## config.mk

```make
export PLATFORM = sky130hd
export DESIGN_NAME = array_read_sequencer
export DESIGN_NICKNAME = d
export VERILOG_FILES = /design/src/rtl/arrseq_pkg.sv /design/src/rtl/array_regfile.sv /design/src/rtl/array_read_sequencer.sv
export SDC_FILE = /design/constraint.sdc
export NUM_CORES = 1
export LEC_CHECK = 0
export BUFFER_PORTS_ARGS = -buffer_cell sky130_fd_sc_hd__buf_2
export CAP_MARGIN = 20
export CORE_MARGIN = 5
export CORE_UTILIZATION = 60
export CTS_CLUSTER_DIAMETER = 60
export DETAILED_ROUTE_END_ITERATION = 6
export PLACE_DENSITY = 0.81
export SYNTH_ARGS = -nofsm -noshare
export SYNTH_HDL_FRONTEND = slang
export SYNTH_SLANG_ARGS = --single-unit
```

## constraint.sdc

```tcl
create_clock -name clk -period 3.82 [get_ports clk]
set_input_delay 1.146 -clock clk [delete_from_list [all_inputs] [get_ports clk]]
set_output_delay 1.146 -clock clk [all_outputs]
set_load 0.02 [all_outputs]
```

## src/rtl/arrseq_pkg.sv

```systemverilog
// Shared constants for the array read sequencer: FSM state encoding and default data width.
package arrseq_pkg;

  localparam int DATA_W_DEF = 32;

  typedef enum logic [7:0] {
    ST_IDLE   = 8'd0,
    ST_FILL   = 8'd1,
    ST_STREAM = 8'd2
  } state_t;

endpackage

```

## src/rtl/array_regfile.sv

```systemverilog
// DEPTH x DATA_W register array: one synchronous write port, one combinational read port,
// asynchronous active-low clear.
module array_regfile #(
  parameter int DATA_W = 32,
  parameter int DEPTH  = 4,
  parameter int IDX_W  = $clog2(DEPTH)
) (
  input  logic              clk,
  input  logic              reset,
  input  logic              we,
  input  logic [IDX_W-1:0]  waddr,
  input  logic [DATA_W-1:0] wdata,
  input  logic [IDX_W-1:0]  raddr,
  output logic [DATA_W-1:0] rdata
);

  logic [DATA_W-1:0] mem [DEPTH];

  // Storage: cleared on reset, written one entry per cycle when we is high
  always_ff @(posedge clk or negedge reset) begin
    if (!reset) begin
      for (int i = 0; i < DEPTH; i++) begin
        mem[i] <= {DATA_W{1'b0}};
      end
    end else if (we) begin
      mem[waddr] <= wdata;
    end
  end

  assign rdata = mem[raddr];

endmodule

```

## src/rtl/array_read_sequencer.sv

```systemverilog
// Fills a small array with base + i*step, then streams entries from a start index with
// wrap-around over a valid/ready handshake.
module array_read_sequencer
  import arrseq_pkg::*;
#(
  parameter int DATA_W = DATA_W_DEF,
  parameter int DEPTH  = 4,
  localparam int IDX_W = $clog2(DEPTH)
) (
  input  logic              clk,
  input  logic              reset,
  input  logic              start,
  input  logic [DATA_W-1:0] base,
  input  logic [DATA_W-1:0] step,
  input  logic [IDX_W-1:0]  first_idx,
  input  logic [31:0]       len,
  output logic [DATA_W-1:0] out_data,
  output logic [IDX_W-1:0]  out_idx,
  output logic              out_valid,
  input  logic              out_ready,
  output logic              busy,
  output logic              done
);

  localparam logic [IDX_W-1:0] LAST_IDX = IDX_W'(DEPTH - 1);
  localparam logic [IDX_W-1:0] IDX_ONE  = IDX_W'(1);

  state_t            state, next_state;
  logic [IDX_W-1:0]  cnt, next_cnt;
  logic [DATA_W-1:0] acc, next_acc;
  logic [DATA_W-1:0] step_l, next_step;
  logic [IDX_W-1:0]  first_l, next_first;
  logic [31:0]       len_l, next_len;
  logic [31:0]       remaining, next_rem;
  logic [DATA_W-1:0] next_data;
  logic [IDX_W-1:0]  next_idx;
  logic              next_valid, next_busy, next_done;
  logic              we;
  logic [IDX_W-1:0]  inc_idx, raddr;
  logic [DATA_W-1:0] rdata;

  array_regfile #(.DATA_W(DATA_W), .DEPTH(DEPTH), .IDX_W(IDX_W)) u_rf (
    .clk   (clk),
    .reset (reset),
    .we    (we),
    .waddr (cnt),
    .wdata (acc),
    .raddr (raddr),
    .rdata (rdata)
  );

  // The read port serves either the stream-entry index or the successor of the current beat
  assign inc_idx = (out_idx == LAST_IDX) ? {IDX_W{1'b0}} : out_idx + IDX_ONE;
  assign raddr   = (state == ST_STREAM && !out_valid) ? first_l : inc_idx;

  // Next-state and next-output logic for the fill/stream sequencer
  always_comb begin
    next_state = state;
    next_cnt   = cnt;
    next_acc   = acc;
    next_step  = step_l;
    next_first = first_l;
    next_len   = len_l;
    next_rem   = remaining;
    next_data  = out_data;
    next_idx   = out_idx;
    next_valid = out_valid;
    next_busy  = busy;
    next_done  = 1'b0;
    we         = 1'b0;
    case (state)
      ST_IDLE: begin
        if (start) begin
          next_state = ST_FILL;
          next_busy  = 1'b1;
          next_cnt   = {IDX_W{1'b0}};
          next_acc   = base;
          next_step  = step;
          next_first = first_idx;
          next_len   = len;
        end else begin
          next_busy  = 1'b0;
        end
      end
      ST_FILL: begin
        we       = 1'b1;
        next_acc = acc + step_l;
        if (cnt == LAST_IDX) begin
          next_state = ST_STREAM;
          // An empty run spends its final cycle only to raise done, so busy drops here
          next_busy  = (len_l != 32'd0);
        end else begin
          next_cnt   = cnt + IDX_ONE;
        end
      end
      ST_STREAM: begin
        if (!out_valid) begin
          if (len_l == 32'd0) begin
            next_done  = 1'b1;
            next_busy  = 1'b0;
            next_state = ST_IDLE;
          end else begin
            next_valid = 1'b1;
            next_data  = rdata;
            next_idx   = first_l;
            next_rem   = len_l;
          end
        end else if (out_ready) begin
          if (remaining == 32'd1) begin
            next_valid = 1'b0;
            next_done  = 1'b1;
            next_busy  = 1'b0;
            next_state = ST_IDLE;
          end else begin
            next_data  = rdata;
            next_idx   = inc_idx;
            next_rem   = remaining - 32'd1;
          end
        end else begin
          next_valid = out_valid;
        end
      end
      default: begin
        next_state = ST_IDLE;
        next_valid = 1'b0;
        next_busy  = 1'b0;
      end
    endcase
  end

  // State, counters and registered outputs
  always_ff @(posedge clk or negedge reset) begin
    if (!reset) begin
      state     <= ST_IDLE;
      cnt       <= {IDX_W{1'b0}};
      acc       <= {DATA_W{1'b0}};
      step_l    <= {DATA_W{1'b0}};
      first_l   <= {IDX_W{1'b0}};
      len_l     <= 32'd0;
      remaining <= 32'd0;
      out_data  <= {DATA_W{1'b0}};
      out_idx   <= {IDX_W{1'b0}};
      out_valid <= 1'b0;
      busy      <= 1'b0;
      done      <= 1'b0;
    end else begin
      state     <= next_state;
      cnt       <= next_cnt;
      acc       <= next_acc;
      step_l    <= next_step;
      first_l   <= next_first;
      len_l     <= next_len;
      remaining <= next_rem;
      out_data  <= next_data;
      out_idx   <= next_idx;
      out_valid <= next_valid;
      busy      <= next_busy;
      done      <= next_done;
    end
  end

endmodule

```

==> results of run 1 <==
-- metal layers --
| layer | vias up | track usage [%] |
|---|---|---|
| met5 | - | 0 |
| met1 | 5886 | 36.3 |
| li1 | 5721 | - |
| met4 | 2 | 7.80 |
| met3 | 77 | 4.05 |
| met2 | 445 | 41.6 |
-- cells by family (layout without fill, tap and decap cells) --
logic type / after synthesis / after routing
DFF: 299 / 299
and+or+nand+nor: 674 / 674
AOI/OAI and AO/OA: 313 / 313
adders and majority gates: 39 / 39
xor gates and xnor gates: 24 / 24
muxes: 137 / 137
buffers and inverters: 98 / 230
-- sequential cells by signal, summed over array words and instances (netlist names), 2 cells and up --
signal,cells
acc,32
cnt,2
first_l,2
len_l,32
out_data,32
out_idx,2
remaining,32
state,2
step_l,32
u_rf.mem,128
-- cell usage after synthesis, drive strengths merged, types with 2 or more instances --
cell	count	area [sq um]
nand4	8	50.1
mux2i	7	70.1
o211ai	5	37.5
nor4	15	93.8
o21ai	132	661
a311oi	3	26.3
nand2	467	1760
a21boi	2	15.0
a21oi	70	354
a211o	3	26.3
o21bai	6	45.0
xor2	14	123
or3	6	37.5
nor2	44	165
inv	11	41.3
nor3	24	120
and4	4	35.0
o22ai	24	150
nor3b	4	30.0
a211oi	7	52.6
ha	38	475
nor4bb	2	20.0
or4	3	30.0
mux2	130	1460
and2	8	50.1
clkbuf	61	230
a21o	17	135
nor2b	5	31.3
nand3	61	305
a2111oi	2	17.5
o21a	2	15.0
xnor2	10	87.6
nand2b	9	56.3
or2	2	12.5
and3	10	62.6
buf	26	126
a31oi	10	62.6
a22oi	21	158
dfrtp	299	7480
-- power breakdown --
| group | switching, mW | total, mW | leakage (nW) | internal [mW] |
|---|---|---|---|---|
| Sequential | 1.28 | 5.99 | 3.64 | 4.71 |
| Combinational | 4.92 | 8.38 | 3.96 | 3.47 |
| Clock | 1.24 | 3.09 | 0.508 | 1.84 |
| Total | 7.44 | 17.5 | 8.11 | 10.0 |
-- area by class of cell --
cell class / count / area (sq um) / area share (%)
flip-flops and latches: 299 / 7480 / 44.2
multi-input cells: 1187 / 6990 / 41.2
repair buffers: 163 / 963 / 5.69
clock buffers: 43 / 901 / 5.32
well taps: 324 / 405 / 2.39
clock inverters: 13 / 160 / 0.945
inverters: 11 / 41.3 / 0.244
-- worst max-delay path: stages, from the launching register on --
cell	delay (ps)
dfrtp_1	430
ha_1	270
fa_1	440
a211oi_1	320
o21ai_0	170
a21oi_1	260
a31oi_1	180
a211o_1	420
a21boi_0	390
o21ai_0	150
a211oi_1	230
-- worst min path at each step --
stage               slack (ps)      endpoint  depth (start not counted)
detailed placement         460  out_data[30]                          2
global placement           460  out_data[12]                          2
finish                     470  out_data[30]                          2
CTS                        480  out_data[30]                          2
floorplan                  450     step_l[0]                          2
global route               490  out_data[12]                          2
==> metrics.cfg, run 1 <==
[detailed_routing]
drtIter0Drc = 1089
drt_wl_total_mm = 36.2
dr.max_layer_used = met5
wl_met1_mm = 15.6
routedWlPerCell_um = 17.7
route.met2.wl_mm = 17.0
firstDrtPassIters = 7
met3WireLength_mm = 2.52
drc = 0
ant_nets = 0
vias = 12100
vias_per_cell = 5.95

[power]
finalPower_mw = 17.5
power_density_nw_per_um2 = 1030
leakagePower_nw = 8.11
ir_worst_vdd_v = 0.000566

[cts]
clock_sinks = 299
clk_path_buf_depth = 3
htree_num_levels = 1
tritoncts.num_buffers = 31
cts_resized = 0
postCtsSetupRepairBufs = 0
hold_buffers = 0
cts_root_buffer = clkbuf_16
cts.clk_slew.worst_paths_ps = 60
cts_tree = done
clk-insertion-delay-late_ps = 560

[yosys]
synthFlopType = dfrtp_1
ys_warn_count = 0
synth-compound-area-share_pct = 12.4
synth_enable_flop_cells = 0
synth_top_family_by_area = simple AND/OR/NAND/NOR gates
syn_area_sq_um = 14800
synth-adder-area-share_pct = 3.34
syn-num-nets = 1725
synthArstFlopShare_pct = 100
synth-seq-cells = 299
synthMuxAreaShare_pct = 10.3
synth-simple-area-share_pct = 19.4
synthCells = 1584
synth.distinct_cells = 60
avgSynthCellArea_sq_um = 9.36
synthXorXnorAreaFrac_pct = 1.42
synth_seq_area_share_pct = 50.4

[timing]
hold_violations = 0
min_period_ps = 3360
tightest_slew_ps = 910
relSlewSlack_pct = 39.3
rsz0062_at_grt = no
min_period_over_period_pct = 87.9
fin_ws_ps = 460
setup_viol = 0
clock_skew_ps = 12.8
fmax_ghz = 0.298
tns_ps = 0
hold_slack_ps = 471
slew_viol_final = 0

[floorplan]
io_pins = 139
start_util_pct = 61.0
chipHeight_um = 167
num_rows = 57
die_x_um = 167
fp.dieArea_sq_um = 28000
core-area_sq_um = 24300

[worst_setup_path]
r2r_slack_ps = 460
r2r_cells = 10
end_kind = flip-flop
r2r-end = acc[30]
crit_fanout = 6
startpoint = acc[0]
cp_data_required_time_ps = 4270
critPathLaunchType = flip-flop
crit_end = acc[30]
criticalPathCategory = flip-flop to flip-flop
rr_startpoint = acc[0]
cp.arrival_ps = 3810

[final_layout]
instances_no_fill = 2040
drive_above_1_share_pct = 21.0
nets = 1834
design_area_sq_um = 16900
area_growth_pct = 14.2
fin_util_pct = 69.7
mostFrequentLayoutCells = 465 x nand2_1, 299 x dfrtp_1, 137 x buf_2
final_common_cell = nand2_1
nFillCells = 1779
diodes = 0

[run]
maxCapViolations = 0

[global_route]
overflow = 0
grt_pass1_wl_mm = 60.1
antenna_found_initial = 1
groute.usage.overall_pct = 25.7
grt_max_degree = 91
grt_pass1_vias = 11900

[placement]
port_buffers = 138
dp.cells = 1984
placed_area_sq_um = 15900
hpwlAfterDp_mm = 24.3
detailedPlace.worstSlack_ps = 485
place_congestion = 0.950

[worst_hold_path]
worstHoldStart = out_data[30]
holdCritPathClass = flip-flop to flip-flop

[status]
status = finished, final reports clean

Note: power is estimated with default switching activity, not from simulation.
==> run 2: changes to the inputs <==
--- a/config.mk
+++ b/config.mk
@@ -8,10 +8,11 @@
 export BUFFER_PORTS_ARGS = -buffer_cell sky130_fd_sc_hd__buf_2
 export CAP_MARGIN = 20
 export CORE_MARGIN = 5
-export CORE_UTILIZATION = 60
+export CORE_UTILIZATION = 62
+export CTS_BUF_LIST = sky130_fd_sc_hd__clkbuf_4
 export CTS_CLUSTER_DIAMETER = 60
 export DETAILED_ROUTE_END_ITERATION = 6
-export PLACE_DENSITY = 0.81
+export PLACE_DENSITY = 0.83
 export SYNTH_ARGS = -nofsm -noshare
 export SYNTH_HDL_FRONTEND = slang
 export SYNTH_SLANG_ARGS = --single-unit
==> run 2 against run 1 <==
  * First-iteration DRC count down 4.7%
  * Die area down 3.0%
  * Clock-buffer cell count up 67
  * Sequential share of layout area up 0.35 points
  * Worst hold slack worse by 2.6 ps
  * Register-to-register slack worse by 70 ps
  * Non-clock buffer count down 5
==> metrics.cfg, run 2 (synthesis results as in run 1) <==
[power]
leakagePower_nw = 8.15  ; +0.52%
finalPower_mw = 17.2  ; -1.3%
ir_worst_vdd_v = 0.000614  ; +8.5%
power_density_nw_per_um2 = 1030  ; -0.47%

[global_route]
groute.usage.overall_pct = 27.8  ; +2.1 points
top_usage_layer = met2
grtUsageMet1_pct = 37.8  ; +1.6 points
grt_util_met2_pct = 45.3  ; +3.7 points
grt_util_met3_pct = 4.42  ; +0.36 points
grt_max_degree = 91  ; unchanged
antenna_found_initial = 1  ; unchanged
grt_pass1_vias = 12300  ; +3.4%
grt_pass1_wl_mm = 61.0  ; +1.4%
overflow = 0  ; unchanged

[timing]
hold_slack_ps = 468  ; -2.60 ps
slew_viol_final = 0  ; unchanged
fin_ws_ps = 395  ; -65.6 ps
setup_viol = 0  ; unchanged
tns_ps = 0  ; unchanged
min_period_over_period_pct = 89.7  ; +1.7 points
tightest_slew_ps = 871  ; -39.5 ps
hold_violations = 0  ; unchanged
min_period_ps = 3430  ; +65.6 ps
rsz0062_at_grt = no
fmax_ghz = 0.292  ; -1.9%
relSlewSlack_pct = 41.7  ; +2.4 points
clock_skew_ps = 52.3  ; +39.5 ps

[final_layout]
drive_above_1_share_pct = 23.5  ; +2.5 points
final_common_cell = nand2_1
mostFrequentLayoutCells = 465 x nand2_1, 299 x dfrtp_1, 137 x buf_2
regMostFlops = u_rf.mem
fin_util_pct = 71.4  ; +1.7 points
largest_reg_flops = 128  ; unchanged
nets = 1876  ; +2.3%
area_growth_pct = 13.3

[worst_setup_path]
crit_slowest_cell = a211o_1
cp.arrival_ps = 4020  ; +210 ps
cp_data_required_time_ps = 4410  ; +140 ps
criticalPathCategory = flip-flop to flip-flop
critPathMaxStageDelay_ps = 440  ; about the same
path_cells = ha_1 -> fa_1 -> a211oi_1 -> o21ai_0 -> a21oi_1 -> a31oi_1 -> a211o_1 -> a21boi_0 -> o21ai_0 -> a211oi_1
critPathLaunchType = flip-flop
critPathBufInv = 0  ; unchanged
end_kind = flip-flop
crit_family = compound AO/OA/AOI/OAI gates
crit_fanout = 6  ; unchanged

[detailed_routing]
vias = 12400  ; +2.0%
ant_nets = 0  ; unchanged
routedWlPerCell_um = 17.5  ; -1.2%
drc = 0  ; unchanged
firstDrtPassIters = 5  ; -2
drt_wl_total_mm = 36.9  ; +1.9%
vias_per_cell = 5.88  ; -1.1%
drtIter0Drc = 1038  ; -4.7%

[cts]
clk_path_buf_depth = 3  ; unchanged
cts_resized = 0  ; unchanged
tritoncts.num_buffers = 78  ; +150%
cts_tree = done
cts.clk_slew.worst_paths_ps = 70  ; about the same
hold_buffers = 0  ; unchanged
clk-insertion-delay-late_ps = 710  ; +150 ps
htree_num_levels = 3  ; +2
cts_root_buffer = clkbuf_4
postCtsSetupRepairBufs = 0  ; unchanged
clock_sinks = 299  ; unchanged

[worst_hold_path]
holdCritPathClass = input port to asynchronous set/reset pin

[floorplan]
num_rows = 56  ; -1.8%
fp.dieArea_sq_um = 27100  ; -3.0%
die_x_um = 165  ; -1.5%
start_util_pct = 63.0  ; +2.0 points
core-area_sq_um = 23500  ; -3.2%
io_pins = 139  ; unchanged
chipHeight_um = 165  ; -1.5%

[placement]
place_congestion = 0.939  ; -1.1%
detailedPlace.worstSlack_ps = 505  ; +20.3 ps
hpwlAfterDp_mm = 24.3  ; +0.26%
port_buffers = 138  ; unchanged

[run]
maxCapViolations = 0  ; unchanged

[status]
status = finished, final reports clean

## run 2: routing by layer
metal	routed length (um)	vias to the layer above
met5	0	-
met4	1110	0
met1	15800	5991
met2	17600	468
li1	-	5834
met3	2410	76
## run 2: final timing paths
check,startpoint,cells past startpoint,end,slack (ps)
worst max-delay path,acc[0],10,acc[30],390
worst min-delay path,reset,1,acc[3],470
worst max register to register,acc[0],10,acc[30],390
worst min register to register,out_data[2],2,out_data[2],470
max in group asynchronous,reset,2,out_data[24],2510
min in group clk,out_data[2],2,out_data[2],470
## run 2: cell type report
class,instances,area (sq um)
clock inverters,19,155
repair buffers,158,913
well taps,319,399
flip-flops and latches,299,7480
diodes,1,2.50
inverters,11,41.3
multi-input cells,1187,6990
fillers,1759,6740
clock buffers,110,826
## run 2: power breakdown
group	internal (mW)	total, mW	switching, mW
clock	1.52	2.81	1.29
sequential	4.71	5.98	1.27
combinational	3.47	8.45	4.99
## run 2: per-stage QoR
step	area [sq um]	instances
after detailed placement	15800	1974
after global routing	16800	2104
final	16800	2104
after CTS	16800	2103
after global placement	15800	1974
after floorplan	14800	1584
